--- src/rtl/easyaxi_slv_rd.sv ---
// easyaxi_slv_rd: single-outstanding AXI read responder.
// Every beat returns its own byte address as data. A beat is answered with
// SLVERR and zero data when its address is outside the memory window, when
// the transfer size is not the full bus width, or when the burst type is
// WRAP or reserved.
// Optional feature macro: EASYAXI_SLV_RD_DELAY_EN. When defined, a WAIT
// state holds off the first beat for RD_LATENCY cycles (RD_LATENCY >= 1).
module easyaxi_slv_rd #(
  parameter int ADDR_WIDTH = 32,
  parameter int DATA_WIDTH = 32,
  parameter int ID_WIDTH   = 4,
  parameter int MEM_DEPTH  = 64,
  parameter int RD_LATENCY = 4
) (
  input  logic                  clk,
  input  logic                  rst,
  input  logic                  axi_mst_arvalid,
  output logic                  axi_mst_arready,
  input  logic [ID_WIDTH-1:0]   axi_mst_arid,
  input  logic [ADDR_WIDTH-1:0] axi_mst_araddr,
  input  logic [7:0]            axi_mst_arlen,
  input  logic [2:0]            axi_mst_arsize,
  input  logic [1:0]            axi_mst_arburst,
  output logic                  axi_mst_rvalid,
  input  logic                  axi_mst_rready,
  output logic [ID_WIDTH-1:0]   axi_mst_rid,
  output logic [DATA_WIDTH-1:0] axi_mst_rdata,
  output logic [1:0]            axi_mst_rresp,
  output logic                  axi_mst_rlast
);

  localparam int                  BYTES       = DATA_WIDTH / 8;
  localparam logic [2:0]          SIZE_NAT    = 3'($clog2(BYTES));
  localparam logic [63:0]         WIN_BYTES   = 64'(MEM_DEPTH) * 64'(BYTES);
  localparam logic [ADDR_WIDTH-1:0] ADDR_STEP = ADDR_WIDTH'(BYTES);
  localparam logic [1:0]          BURST_FIXED = 2'b00;
  localparam logic [1:0]          BURST_INCR  = 2'b01;
  localparam logic [1:0]          RESP_OKAY   = 2'b00;
  localparam logic [1:0]          RESP_SLVERR = 2'b10;

`ifdef EASYAXI_SLV_RD_DELAY_EN
  typedef enum logic [1:0] {ST_IDLE = 2'd0, ST_WAIT = 2'd1, ST_RESP = 2'd2} state_e;
  localparam int             LAT_W    = (RD_LATENCY > 1) ? $clog2(RD_LATENCY) : 1;
  localparam logic [LAT_W-1:0] LAT_LAST = LAT_W'(RD_LATENCY - 1);
`else
  typedef enum logic [1:0] {ST_IDLE = 2'd0, ST_RESP = 2'd2} state_e;
  // First-beat delay is not used in this build.
  localparam int unsigned rd_latency_unused = RD_LATENCY;
`endif

  // Legality is judged per beat, so a burst may run off the window top.
  function automatic logic beat_legal(input logic [ADDR_WIDTH-1:0] addr,
                                      input logic [2:0]            size,
                                      input logic [1:0]            burst);
    logic in_win;
    logic size_ok;
    logic burst_ok;
    in_win   = (64'(addr) < WIN_BYTES);
    size_ok  = (size == SIZE_NAT);
    burst_ok = (burst == BURST_FIXED) || (burst == BURST_INCR);
    return in_win && size_ok && burst_ok;
  endfunction

  function automatic logic [DATA_WIDTH-1:0] beat_rdata(input logic [ADDR_WIDTH-1:0] addr,
                                                       input logic [2:0]            size,
                                                       input logic [1:0]            burst);
    return beat_legal(addr, size, burst) ? DATA_WIDTH'(addr) : {DATA_WIDTH{1'b0}};
  endfunction

  function automatic logic [1:0] beat_rresp(input logic [ADDR_WIDTH-1:0] addr,
                                            input logic [2:0]            size,
                                            input logic [1:0]            burst);
    return beat_legal(addr, size, burst) ? RESP_OKAY : RESP_SLVERR;
  endfunction

  state_e                state_q, state_d;
  logic                  arready_q, arready_d;
  logic                  rvalid_q, rvalid_d;
  logic [ID_WIDTH-1:0]   rid_q, rid_d;
  logic [DATA_WIDTH-1:0] rdata_q, rdata_d;
  logic [1:0]            rresp_q, rresp_d;
  logic                  rlast_q, rlast_d;
  logic [ADDR_WIDTH-1:0] addr_q, addr_d;
  logic [7:0]            len_q, len_d;
  logic [7:0]            cnt_q, cnt_d;
  logic [2:0]            size_q, size_d;
  logic [1:0]            burst_q, burst_d;
  logic [ADDR_WIDTH-1:0] nxt_addr_s;
`ifdef EASYAXI_SLV_RD_DELAY_EN
  logic [LAT_W-1:0]      lat_q, lat_d;
`endif

  // FIXED bursts stay put; WRAP/reserved never return data, so hold too.
  assign nxt_addr_s = (burst_q == BURST_INCR) ? (addr_q + ADDR_STEP) : addr_q;

  // Next-state and next-output logic for the responder FSM.
  always_comb begin
    state_d   = state_q;
    arready_d = arready_q;
    rvalid_d  = rvalid_q;
    rid_d     = rid_q;
    rdata_d   = rdata_q;
    rresp_d   = rresp_q;
    rlast_d   = rlast_q;
    addr_d    = addr_q;
    len_d     = len_q;
    cnt_d     = cnt_q;
    size_d    = size_q;
    burst_d   = burst_q;
`ifdef EASYAXI_SLV_RD_DELAY_EN
    lat_d     = lat_q;
`endif
    case (state_q)
      ST_IDLE: begin
        arready_d = 1'b1;
        rvalid_d  = 1'b0;
        rlast_d   = 1'b0;
        if (axi_mst_arvalid && arready_q) begin
          arready_d = 1'b0;
          rid_d     = axi_mst_arid;
          addr_d    = axi_mst_araddr;
          len_d     = axi_mst_arlen;
          size_d    = axi_mst_arsize;
          burst_d   = axi_mst_arburst;
          cnt_d     = 8'd0;
`ifdef EASYAXI_SLV_RD_DELAY_EN
          state_d   = ST_WAIT;
          lat_d     = {LAT_W{1'b0}};
`else
          state_d   = ST_RESP;
          rvalid_d  = 1'b1;
          rlast_d   = (axi_mst_arlen == 8'd0);
          rdata_d   = beat_rdata(axi_mst_araddr, axi_mst_arsize, axi_mst_arburst);
          rresp_d   = beat_rresp(axi_mst_araddr, axi_mst_arsize, axi_mst_arburst);
`endif
        end else begin
          state_d = ST_IDLE;
        end
      end
`ifdef EASYAXI_SLV_RD_DELAY_EN
      ST_WAIT: begin
        if (lat_q == LAT_LAST) begin
          state_d  = ST_RESP;
          rvalid_d = 1'b1;
          rlast_d  = (len_q == 8'd0);
          rdata_d  = beat_rdata(addr_q, size_q, burst_q);
          rresp_d  = beat_rresp(addr_q, size_q, burst_q);
        end else begin
          lat_d = lat_q + {{(LAT_W-1){1'b0}}, 1'b1};
        end
      end
`endif
      ST_RESP: begin
        if (rvalid_q && axi_mst_rready) begin
          if (cnt_q == len_q) begin
            state_d   = ST_IDLE;
            rvalid_d  = 1'b0;
            rlast_d   = 1'b0;
            arready_d = 1'b1;
            cnt_d     = 8'd0;
          end else begin
            cnt_d   = cnt_q + 8'd1;
            addr_d  = nxt_addr_s;
            rlast_d = ((cnt_q + 8'd1) == len_q);
            rdata_d = beat_rdata(nxt_addr_s, size_q, burst_q);
            rresp_d = beat_rresp(nxt_addr_s, size_q, burst_q);
          end
        end else begin
          state_d = ST_RESP;
        end
      end
      default: begin
        state_d   = ST_IDLE;
        arready_d = 1'b0;
        rvalid_d  = 1'b0;
        rlast_d   = 1'b0;
      end
    endcase
  end

  // State and output registers with synchronous reset.
  always_ff @(posedge clk) begin
    if (rst) begin
      state_q   <= ST_IDLE;
      arready_q <= 1'b0;
      rvalid_q  <= 1'b0;
      rid_q     <= {ID_WIDTH{1'b0}};
      rdata_q   <= {DATA_WIDTH{1'b0}};
      rresp_q   <= 2'b00;
      rlast_q   <= 1'b0;
      addr_q    <= {ADDR_WIDTH{1'b0}};
      len_q     <= 8'd0;
      cnt_q     <= 8'd0;
      size_q    <= 3'd0;
      burst_q   <= 2'b00;
`ifdef EASYAXI_SLV_RD_DELAY_EN
      lat_q     <= {LAT_W{1'b0}};
`endif
    end else begin
      state_q   <= state_d;
      arready_q <= arready_d;
      rvalid_q  <= rvalid_d;
      rid_q     <= rid_d;
      rdata_q   <= rdata_d;
      rresp_q   <= rresp_d;
      rlast_q   <= rlast_d;
      addr_q    <= addr_d;
      len_q     <= len_d;
      cnt_q     <= cnt_d;
      size_q    <= size_d;
      burst_q   <= burst_d;
`ifdef EASYAXI_SLV_RD_DELAY_EN
      lat_q     <= lat_d;
`endif
    end
  end

  assign axi_mst_arready = arready_q;
  assign axi_mst_rvalid  = rvalid_q;
  assign axi_mst_rid     = rid_q;
  assign axi_mst_rdata   = rdata_q;
  assign axi_mst_rresp   = rresp_q;
  assign axi_mst_rlast   = rlast_q;

endmodule
--- config.mk ---
export PLATFORM = sky130hd
export DESIGN_NAME = easyaxi_slv_rd
export DESIGN_NICKNAME = d
export VERILOG_FILES = /design/src/rtl/easyaxi_slv_rd.sv
export SDC_FILE = /design/constraint.sdc
export NUM_CORES = 1
export LEC_CHECK = 0
export ABC_CLOCK_PERIOD_IN_PS = 3400
export CORE_MARGIN = 3
export CORE_UTILIZATION = 38
export DETAILED_ROUTE_END_ITERATION = 10
export GPL_TIMING_DRIVEN = 0
export PLACE_DENSITY_LB_ADDON = 0.15
export SYNTH_ARGS = -nofsm -noshare
export SYNTH_HDL_FRONTEND = slang
export SYNTH_SLANG_ARGS = --single-unit
--- constraint.sdc ---
create_clock -name clk -period 3.4 [get_ports clk]
set_input_delay 0.34 -clock clk [delete_from_list [all_inputs] [get_ports clk]]
set_output_delay 0.34 -clock clk [all_outputs]
set_load 0.02 [all_outputs]
==> parameters.txt, run 1 <==
Parameter                              Value

Status
  Run status    completed

Synthesis
  Mapped Nets    between 600 and 700
  Primary FF master, synth    sky130_fd_sc_hd__dfxtp_1
  Synthesized netlist cell count    628
  Mapped cell area    0.004936 sq mm
  Register bit count reported by yosys    94
  Area contributors post-synth    sky130_fd_sc_hd__dfxtp_1 38%, sky130_fd_sc_hd__a21oi_1 6.0%, sky130_fd_sc_hd__nand2_1 5.9%
  Post-synth EDFFs    0
  Number of warnings reported in the yosys synthesis log    0
  Sequential share of the synthesized area    a little under two fifths
  Fraction of registers with async set/reset    0%
  Netlist cell types    59
  Library cell occupying the most area in the post-synthesis netlist    sky130_fd_sc_hd__dfxtp_1
  Average cell area after synthesis    7.860 sq um
  Share of the synthesized area in the top cell type    38.12%

Die
  Core outline area    0.01267 sq mm
  Site Rows    slightly above 40
  Chip width    120.0 um
  Die area    0.01439 sq mm
  Initial Utilization    38.96%
  Die extent in y    120.0 um
  # IOs    94

Finish
  Share of post-route cells with drive strength above 1    5.571%
  Post-route cell area    0.006386 sq mm
  Layout net count    around 790
  Ant. Diodes    0
  Layout overhead on the synthesized area    29.38%

Timing
  Hold_ws    0.4558 ns
  Setup Total Neg Slack    0 ns
  Final Slew Violations    0
  Unrepaired setup endpoints after global routing    no
  FMAX    321.6 MHz
  Time the final worst path needs with I/O delays and setup    3.110 ns
  Final hold viol count    0
  Setup-failing EPs final    0
  Final clock skew    between 0.007 and 0.008 ns
  Actual transition at the worst max-transition pin    1.182 ns
  Worst relative slew slack    between 20 and 25%
  Final worst-path cycle share    about 91%

Worst setup path
  Peak fanout along the critical path    8
  Worst EP arrival    3.36 ns
  Required time at the worst-slack endpoint    3.65 ns
  Worst-path cell chain    ha_1 -> nand3b_1 -> or4_1 -> buf_2 -> o21a_1 -> a2111oi_2 -> and4_4 -> nand4_4 -> a32o_1
  Crit path kind    reg -> reg
  Startpoint types    flop
  Type of element capturing the critical path    flop
  Highest-delay cell along the critical path    sky130_fd_sc_hd__or4_1
  Family with the most delay on the worst path    simple AND/OR/NAND/NOR gates
  Largest stage delay on the critical path    0.56 ns
  Buffers plus inverters on the worst setup path    1

Clock network
  Clk Latency, worst-skew pair    ~0.35 ns
  Clock transition at the registers of the reported paths    0.07 ns
  Clock tree buffer depth    2
  CTS tree    built
  Number of buffers inserted during clock tree synthesis    9
  CTS HTree Levels    3
  Buffer cell driving the clock tree root    sky130_fd_sc_hd__clkbuf_16
  Hold_buf cts    0
  Number of buffers added for setup after CTS    0
  Quantity of gates resized following cts    2
  TritonCTS Sinks    94

Power
  Standby leakage power    2.187 nW
  Total power    3.065 mW
  Power density cells    479.9 mW/mm^2
  Peak VDD IR    0.2567 mV

GRT
  Largest net degree at the start of global routing    17
  Antenna violations before repair    0
  Number of global-route vias before repair    4785
  Global route total overflow    0
  First-pass GRT wire length    25750 um
  Gr usage total    22.72%

Route
  Post-detailed-route DRC marker count    0
  Number of optimization iterations in the first detailed-route pass    6
  Violation count after the first detailed-route iteration    516
  Routed via count divided by cell count    5.649
  Average wire length per cell after detail routing    17.98 um
  Post-route antenna net violation count    0
  Routed wire length    about 16000 um
  Number of vias after detailed routing    ~5000

Placed design
  Port Buf Inserts    92
  DP Wirelength    12070 um
  Routability congestion estimate    between 0.9 and 1
  Placed cell area    0.006072 sq mm

Job
  Max Cap Viol    0

Min path
  Worst min path class    reg -> reg
## worst min-delay path, stage by stage (launching register included)
cell,delay [ns]
sky130_fd_sc_hd__dfxtp_1,0.31
sky130_fd_sc_hd__nand2_1,0.05
sky130_fd_sc_hd__a21oi_1,0.05
## metal layers
metal / wire length (um) / global-route usage (%) / part of all wire (%)
met4: 387 / 8.089 / 2.4
met3: 1146 / 5.325 / 7.0
met2: 7644 / 36.21 / 47
met1: 7144 / 30.09 / 44
met5: 0 / 0 / 0
## area by class of cell
cell class	instances	area, sq um
Sequential cell	94	1882
Inverter	7	26.28
Buffer	54	221.5
Clock buffer	11	242.7
Clock inverter	5	42.54
Multi-Input combinational cell	473	2835
Tap cell	172	215.2
Timing Repair Buffer	92	920.9
Fill cell	1256	6285
## cells in the final DEF (no fill, tap or decap), types with 8 or more instances in the layout
cell type / count
sky130_fd_sc_hd__a21oi_1: 59
sky130_fd_sc_hd__nand4_1: 15
sky130_fd_sc_hd__a22oi_1: 13
sky130_fd_sc_hd__o21ai_0: 36
sky130_fd_sc_hd__and2_1: 10
sky130_fd_sc_hd__buf_2: 11
sky130_fd_sc_hd__nand2_1: 78
sky130_fd_sc_hd__or3_1: 9
sky130_fd_sc_hd__clkbuf_1: 40
sky130_fd_sc_hd__nand3_1: 22
sky130_fd_sc_hd__dfxtp_1: 94
sky130_fd_sc_hd__and3_1: 29
sky130_fd_sc_hd__xnor2_1: 20
sky130_fd_sc_hd__nor3_1: 15
sky130_fd_sc_hd__nor4_1: 16
sky130_fd_sc_hd__clkdlybuf4s50_1: 92
sky130_fd_sc_hd__clkbuf_16: 9
sky130_fd_sc_hd__a31oi_1: 8
sky130_fd_sc_hd__a222oi_1: 12
sky130_fd_sc_hd__nor2_1: 46
## cells by family after synthesis
logic type	count (synthesis)	share of synthesized area, %
flops	94	38.12
fa+ha+maj	2	0.5069
other cells	1	0.07597
buf+inv	61	5.019
mux	4	0.8112
xor+xnor	27	4.791
compound gates	162	20.91
simple gates	277	29.76
## cells in the mapped netlist, types with 4 or more instances
library cell and count:
sky130_fd_sc_hd__or4_1 4, sky130_fd_sc_hd__clkbuf_1 39, sky130_fd_sc_hd__buf_2 11, sky130_fd_sc_hd__nor3_1 15, sky130_fd_sc_hd__nand4_1 15, sky130_fd_sc_hd__and3_1 29
sky130_fd_sc_hd__xnor2_1 20, sky130_fd_sc_hd__inv_1 7, sky130_fd_sc_hd__dfxtp_1 94, sky130_fd_sc_hd__mux2i_1 4, sky130_fd_sc_hd__nand2_1 78, sky130_fd_sc_hd__a222oi_1 12
sky130_fd_sc_hd__and2_1 10, sky130_fd_sc_hd__or3_1 9, sky130_fd_sc_hd__nand3_1 22, sky130_fd_sc_hd__o21a_1 5, sky130_fd_sc_hd__a311o_1 4, sky130_fd_sc_hd__a211oi_1 7
sky130_fd_sc_hd__a21oi_1 59, sky130_fd_sc_hd__and4_1 4, sky130_fd_sc_hd__a31oi_1 8, sky130_fd_sc_hd__o21ai_0 36, sky130_fd_sc_hd__nor4_1 17, sky130_fd_sc_hd__xor2_1 7
sky130_fd_sc_hd__nor2_1 46, sky130_fd_sc_hd__nand2b_1 5, sky130_fd_sc_hd__a22oi_1 13
## power by group
part / internal, mW / switching [mW] / total [mW]
clock: 0.524 / 0.460 / 0.984
combinational: 0.318 / 0.493 / 0.811
sequential: 1.19 / 0.0808 / 1.27
total: 2.03 / 1.03 / 3.06
## state kept, by name, summed over array words and instances (netlist names)
signal,count
axi_mst_rdata,32
axi_mst_rresp,1
axi_mst_rvalid,1
axi_mst_arready,1
axi_mst_rlast,1
burst_q,2
len_q,8
axi_mst_rid,4
cnt_q,8
state_q,1
size_q,3
addr_q,32
## path summary, 6_finish.rpt
kind	slack, ns	end	from	cells past startpoint
setup / recovery	0.29	axi_mst_rresp[1]	addr_q[2]	9
hold / removal	0.46	size_q[1]	size_q[1]	2
setup reg to reg	0.29	axi_mst_rresp[1]	addr_q[2]	9
hold reg to reg	0.46	size_q[1]	size_q[1]	2
## through the flow
step | util (%) | cells | worst slack, ns
finish | 50.40 | 908 | 0.2904
global route | 50.40 | 908 | 0.09965
CTS | 50.26 | 908 | 0.1783
detailed placement | 47.92 | 892 | -0.1423
global placement | 47.92 | 892 | -0.08471
floorplan | - | 628 | 0.8125
Power figures use the tool's default switching activity.
==> run 2, diff against run 1 <==
--- a/config.mk
+++ b/config.mk
@@ -11,6 +11,7 @@
 export DETAILED_ROUTE_END_ITERATION = 10
 export GPL_TIMING_DRIVEN = 0
 export PLACE_DENSITY_LB_ADDON = 0.15
+export REMOVE_ABC_BUFFERS = 1
 export SYNTH_ARGS = -nofsm -noshare
 export SYNTH_HDL_FRONTEND = slang
 export SYNTH_SLANG_ARGS = --single-unit
==> run 2 against run 1 <==
Compared with the run above: count of clock-buffer cells in the layout is 1 lower; setup slack worse by 0.035 ns; clock power grew 9%; global-route usage down 3.5 points; highest routed layer unchanged.
==> parameters.txt, run 2 (same netlist as run 1, synthesis figures left out) <==
Parameter                              Value

Die
  # IOs    94 (unchanged)
  Die extent in y    120.0 um (unchanged)
  Core outline area    0.01267 sq mm (unchanged)
  Site Rows    41 (unchanged)
  Die area    0.01439 sq mm (unchanged)
  Initial Utilization    38.96% (unchanged)
  Chip width    120.0 um (unchanged)

Finish
  Layout net count    737 (was 786)
  Utilization after layout    49.99% (was 50.40%)
  Layout overhead on the synthesized area    28.31% (was 29.38%)
  Leading cell types in the layout, fill and taps excluded    93 x sky130_fd_sc_hd__dfxtp_1, 91 x sky130_fd_sc_hd__clkdlybuf4s50_1, 78 x sky130_fd_sc_hd__nand2_1, 59 x sky130_fd_sc_hd__a21oi_1, 46 x sky130_fd_sc_hd__nor2_1 (was 94 x sky130_fd_sc_hd__dfxtp_1, 92 x sky130_fd_sc_hd__clkdlybuf4s50_1, 78 x sky130_fd_sc_hd__nand2_1, 59 x sky130_fd_sc_hd__a21oi_1, 46 x sky130_fd_sc_hd__nor2_1)
  Ant. Diodes    0 (unchanged)
  Most common library cell in the layout ignoring fill and taps    sky130_fd_sc_hd__dfxtp_1 (unchanged)
  Share of post-route cells with drive strength above 1    5.531% (was 5.571%)
  Non-filler instance count after layout    859 (was 908)
  Post-route cell area    0.006334 sq mm (was 0.006386 sq mm)

Power
  Total power    3.112 mW (was 3.065 mW)
  Peak VDD IR    0.2134 mV (was 0.2567 mV)
  Standby leakage power    2.163 nW (was 2.187 nW)
  Power density cells    491.3 mW/mm^2 (was 479.9 mW/mm^2)

GRT
  Antenna violations before repair    0 (unchanged)
  First-pass GRT wire length    22640 um (was 25750 um)
  Gr usage total    19.18% (was 22.72%)
  Global route total overflow    0 (unchanged)
  Number of global-route vias before repair    4492 (was 4785)
  Largest net degree at the start of global routing    41 (was 17)

Route
  Post-detailed-route DRC marker count    0 (unchanged)
  Average wire length per cell after detail routing    16.10 um (was 17.98 um)
  Number of vias after detailed routing    4894 (was 5129)
  Routed via count divided by cell count    5.697 (was 5.649)
  Post-route antenna net violation count    0 (unchanged)
  Routed wire length    13830 um (was 16320 um)
  Violation count after the first detailed-route iteration    315 (was 516)
  Number of optimization iterations in the first detailed-route pass    5 (was 6)

Clock network
  Clock transition at the registers of the reported paths    0.07 ns (about the same)
  CTS tree    built (unchanged)
  Buffer cell driving the clock tree root    sky130_fd_sc_hd__clkbuf_16 (unchanged)
  Number of buffers added for setup after CTS    0 (unchanged)
  CTS HTree Levels    3 (unchanged)
  TritonCTS Sinks    94 (unchanged)
  Clk Latency, worst-skew pair    0.35 ns (about the same)
  Clock tree buffer depth    2 (unchanged)
  Hold_buf cts    0 (unchanged)
  Number of buffers inserted during clock tree synthesis    9 (unchanged)

Min path
  Worst min path class    in -> reg (was reg -> reg)

Worst setup path
  Type of element capturing the critical path    flop (unchanged)
  Peak fanout along the critical path    39 (was 8)
  Crit path kind    reg -> reg (unchanged)
  Required time at the worst-slack endpoint    3.64 ns (was 3.65 ns)
  Startpoint types    flop (unchanged)
  Worst EP arrival    3.39 ns (was 3.36 ns)

Timing
  Final worst-path cycle share    92.48% (was 91.46%)
  Minimum setup slack in the final design    0.2557 ns (was 0.2904 ns)
  Time the final worst path needs with I/O delays and setup    3.144 ns (was 3.110 ns)
  Setup-failing EPs final    0 (unchanged)
  Actual transition at the worst max-transition pin    0.9620 ns (was 1.182 ns)
  Final Slew Violations    0 (unchanged)
  Hold_ws    0.4034 ns (was 0.4558 ns)
  Setup Total Neg Slack    0 ns (unchanged)
  Worst relative slew slack    35.37% (was 20.59%)
  Final clock skew    0.008741 ns (was 0.007380 ns)
  FMAX    318.0 MHz (was 321.6 MHz)
  Unrepaired setup endpoints after global routing    yes (was no)
  Final hold viol count    0 (unchanged)

Placed design
  DP Wirelength    10020 um (was 12070 um)
  Port Buf Inserts    92 (unchanged)
  Routability congestion estimate    0.8594 (was 0.9603)
  Worst setup slack after placement    -0.6997 ns (was -0.1423 ns)
  Placed cell area    0.005988 sq mm (was 0.006072 sq mm)
  Number of placed cells counting well taps    843 (was 892)

Job
  Max Cap Viol    0 (unchanged)

Status
  Run status    completed (unchanged)
-- run 2: changes by cell type in the layout (fill, tap and decap cells not counted), moves of 2 or more --
cell,delta
sky130_fd_sc_hd__buf_2,-10
sky130_fd_sc_hd__buf_1,-2
sky130_fd_sc_hd__buf_16,+3
sky130_fd_sc_hd__clkbuf_1,-40
sky130_fd_sc_hd__buf_12,+2
-- run 2: layout make-up --
type	count	area, sq um
fillers	1276	6337
multi-input cells	473	2855
flip-flops and latches	94	1886
repair buffers	97	1039
clock buffers	10	239.0
well taps	172	215.2
clock inverters	6	73.82
inverters	7	26.28
-- run 2: critical path, cell delays in order, from the launching register on --
cell and delay (ns):
sky130_fd_sc_hd__dfxtp_4 0.64, sky130_fd_sc_hd__inv_1 0.30, sky130_fd_sc_hd__and3_2 0.41, sky130_fd_sc_hd__a41oi_4 0.66
sky130_fd_sc_hd__buf_16 0.23, sky130_fd_sc_hd__buf_16 0.16, sky130_fd_sc_hd__buf_16 0.16, sky130_fd_sc_hd__o21ai_0 0.11
sky130_fd_sc_hd__a222oi_1 0.27, sky130_fd_sc_hd__nor2_1 0.06
-- run 2: per-layer routing --
metal / vias up / global-route usage [%] / wire (um)
met1: 2328 / 25.24 / 6385
li1: 2405 / - / -
met2: 148 / 31.26 / 6409
met4: 0 / 5.225 / 154
met3: 13 / 4.901 / 885
met5: - / 0 / 0
-- run 2: final timing paths --
path	startpoint	to	slack [ns]	depth (start not counted)
max reg2reg	state_q[1]	addr_q[20]	0.26	9
min reg2reg	addr_q[0]	addr_q[0]	0.46	2
max	state_q[1]	addr_q[20]	0.26	9
min	rst	addr_q[9]	0.40	2
-- run 2: timing repair --
item,CTS,global route
resized for setup,3,3
endpoints found under the hold margin,0,0
setup endpoints to repair,42,10
-- run 2: power by group --
part | switching [mW] | total (mW) | internal, mW
registers | 0.153 | 1.34 | 1.19
clock network | 0.466 | 1.07 | 0.601
logic | 0.375 | 0.702 | 0.327
total | 0.994 | 3.11 | 2.12
==> run 3, diff against run 2 <==
--- a/config.mk
+++ b/config.mk
@@ -12,6 +12,7 @@
 export GPL_TIMING_DRIVEN = 0
 export PLACE_DENSITY_LB_ADDON = 0.15
 export REMOVE_ABC_BUFFERS = 1
+export SLEW_MARGIN = 20
 export SYNTH_ARGS = -nofsm -noshare
 export SYNTH_HDL_FRONTEND = slang
 export SYNTH_SLANG_ARGS = --single-unit
==> run 3 against run 2 <==
Compared with the run above: worst hold slack better by 0.00074 ns; flip-flop and latch count unchanged; wire length up 1.9%; combinational power up 2%; power down 1.6%; count of clock-buffer cells in the layout unchanged; non-clock buffer count unchanged; fmax up 0.84%; clock skew down 0.0012 ns; highest routed layer unchanged; sequential share of layout area about the same; setup slack better by 0.026 ns; global-route usage up 0.093 points.
==> parameters.txt, run 3 (same netlist as run 1, synthesis figures left out) <==
Parameter                              Value

Status
  Run status    completed (unchanged)

Die
  Site Rows    41 (unchanged)
  Chip width    120.0 um (unchanged)
  Die area    0.01439 sq mm (unchanged)
  Initial Utilization    38.96% (unchanged)
  Die extent in y    120.0 um (unchanged)
  Core outline area    0.01267 sq mm (unchanged)
  # IOs    94 (unchanged)

Worst setup path
  Crit path kind    reg -> reg (unchanged)
  Worst EP arrival    3.37 ns (was 3.39 ns)
  Startpoint types    flop (unchanged)
  Required time at the worst-slack endpoint    3.65 ns (was 3.64 ns)
  Worst R2R Start    addr_q[2] (was state_q[1])
  Peak fanout along the critical path    8 (was 39)
  Type of element capturing the critical path    flop (unchanged)
  R2R setup slack    0.28 ns (was 0.26 ns)
  Launch point of the worst path    addr_q[2] (was state_q[1])

Timing
  Final worst-path cycle share    91.71% (was 92.48%)
  Final hold viol count    0 (unchanged)
  Time the final worst path needs with I/O delays and setup    3.118 ns (was 3.144 ns)
  Setup-failing EPs final    0 (unchanged)
  Worst relative slew slack    35.78% (was 35.37%)
  Final Slew Violations    0 (unchanged)
  Hold_ws    0.4041 ns (was 0.4034 ns)
  FMAX    320.7 MHz (was 318.0 MHz)
  Unrepaired setup endpoints after global routing    no (was yes)
  Actual transition at the worst max-transition pin    0.9559 ns (was 0.9620 ns)
  Final clock skew    0.007590 ns (was 0.008741 ns)

Route
  Post-route antenna net violation count    0 (unchanged)
  Number of vias after detailed routing    4914 (was 4894)
  Violation count after the first detailed-route iteration    405 (was 315)
  Average wire length per cell after detail routing    16.39 um (was 16.10 um)
  Post-detailed-route DRC marker count    0 (unchanged)
  Routed wire length    14100 um (was 13830 um)
  Number of optimization iterations in the first detailed-route pass    6 (was 5)
  Routed via count divided by cell count    5.714 (was 5.697)

Finish
  Share of post-route cells with drive strength above 1    5.669% (was 5.531%)
  Ant. Diodes    0 (unchanged)
  Storage cell area    0.001886 sq mm (unchanged)
  Area occupied by multi-input gates    0.002872 sq mm (was 0.002855 sq mm)
  Layout overhead on the synthesized area    28.24% (was 28.31%)
  Post-route cell area    0.006330 sq mm (was 0.006334 sq mm)
  Number of filler instances in the final layout    1277 (was 1276)
  Layout net count    738 (was 737)
  Leading cell types in the layout, fill and taps excluded    93 x sky130_fd_sc_hd__dfxtp_1, 91 x sky130_fd_sc_hd__clkdlybuf4s50_1, 78 x sky130_fd_sc_hd__nand2_1, 59 x sky130_fd_sc_hd__a21oi_1, 46 x sky130_fd_sc_hd__nor2_1 (unchanged)
  Most common library cell in the layout ignoring fill and taps    sky130_fd_sc_hd__dfxtp_1 (unchanged)

GRT
  Number of global-route vias before repair    4518 (was 4492)
  Global route total overflow    0 (unchanged)
  Gr usage total    19.27% (was 19.18%)
  Largest net degree at the start of global routing    41 (unchanged)
  Antenna violations before repair    0 (unchanged)
  First-pass GRT wire length    22530 um (was 22640 um)

Clock network
  Buffer cell driving the clock tree root    sky130_fd_sc_hd__clkbuf_16 (unchanged)
  Hold_buf cts    0 (unchanged)
  TritonCTS Sinks    94 (unchanged)
  Clock transition at the registers of the reported paths    0.07 ns (about the same)
  Clock tree buffer depth    2 (unchanged)
  CTS HTree Levels    3 (unchanged)
  Number of buffers added for setup after CTS    0 (unchanged)
  Number of buffers inserted during clock tree synthesis    9 (unchanged)
  Clk Latency, worst-skew pair    0.36 ns (was 0.35 ns)
  CTS tree    built (unchanged)

Power
  Standby leakage power    2.151 nW (was 2.163 nW)
  Power density cells    483.7 mW/mm^2 (was 491.3 mW/mm^2)
  Total power    3.062 mW (was 3.112 mW)
  Peak VDD IR    0.2966 mV (was 0.2134 mV)

Placed design
  Routability congestion estimate    0.8594 (unchanged)
  DP Wirelength    10030 um (was 10020 um)
  Port Buf Inserts    92 (unchanged)
  Placed cell area    0.005996 sq mm (was 0.005988 sq mm)

Job
  Max Cap Viol    0 (unchanged)

Min path
  Hold Path Origin    rst (unchanged)
  Worst min path class    in -> reg (unchanged)
==> run 3: cell type report <==
class,count,share of cell area (%)
Sequential cell,94,29.79
Clock buffer,10,3.775
Tap cell,172,3.400
Timing Repair Buffer,97,16.41
Clock inverter,6,0.8500
Inverter,7,0.4151
Multi-Input combinational cell,474,45.36
==> run 3: through the flow <==
stage                     TNS [ns]  instances  util [%]  setup slack [ns]
after CTS                        0        859     49.69            0.2658
after global placement     -293.85        838     46.17            -5.529
after global routing             0        860     49.96           0.06160
final                            0        860     49.96            0.2819
after detailed placement  -0.09412        843     47.32          -0.04456
after floorplan            -113.74        574         -            -2.244
==> run 3: what timing repair did <==
| item | 4_1_cts | 5_1_grt |
|---|---|---|
| gates cloned | 0 | 1 |
| endpoints found under the setup margin | 4 | 3 |
| pin swaps | 0 | 0 |
| gates resized for setup | 2 | 2 |
==> run 3: final timing paths <==
check	end	cells past startpoint
min	addr_q[7]	2
max reg2reg	axi_mst_rresp[1]	8
max	axi_mst_rresp[1]	8
min reg2reg	axi_mst_rid[3]	2
==> run 3: metal layers <==
layer  global-route usage [%]  up-vias  share of wire [%]
met4                    6.657        0               0.92
met5                        0        -                  0
li1                         -     2423                  -
met3                    4.948        8                6.2
met2                    30.24      149                 47
met1                    25.75     2334                 46
==> run 3: power by group <==
group	internal (mW)	leakage, nW	switching, mW
registers	1.19	0.764	0.155
logic	0.328	1.25	0.388
clock network	0.529	0.135	0.471
==> run 3: worst max-delay path, stage by stage, from the launching register on <==
cell                        delay [ns]
sky130_fd_sc_hd__dfxtp_1          0.45
sky130_fd_sc_hd__ha_1             0.19
sky130_fd_sc_hd__nand3b_1         0.29
sky130_fd_sc_hd__or4_1            0.71
sky130_fd_sc_hd__o21a_1           0.25
sky130_fd_sc_hd__a2111oi_2        0.39
sky130_fd_sc_hd__and4_4           0.33
sky130_fd_sc_hd__nand4_4          0.15
sky130_fd_sc_hd__a32o_1           0.25
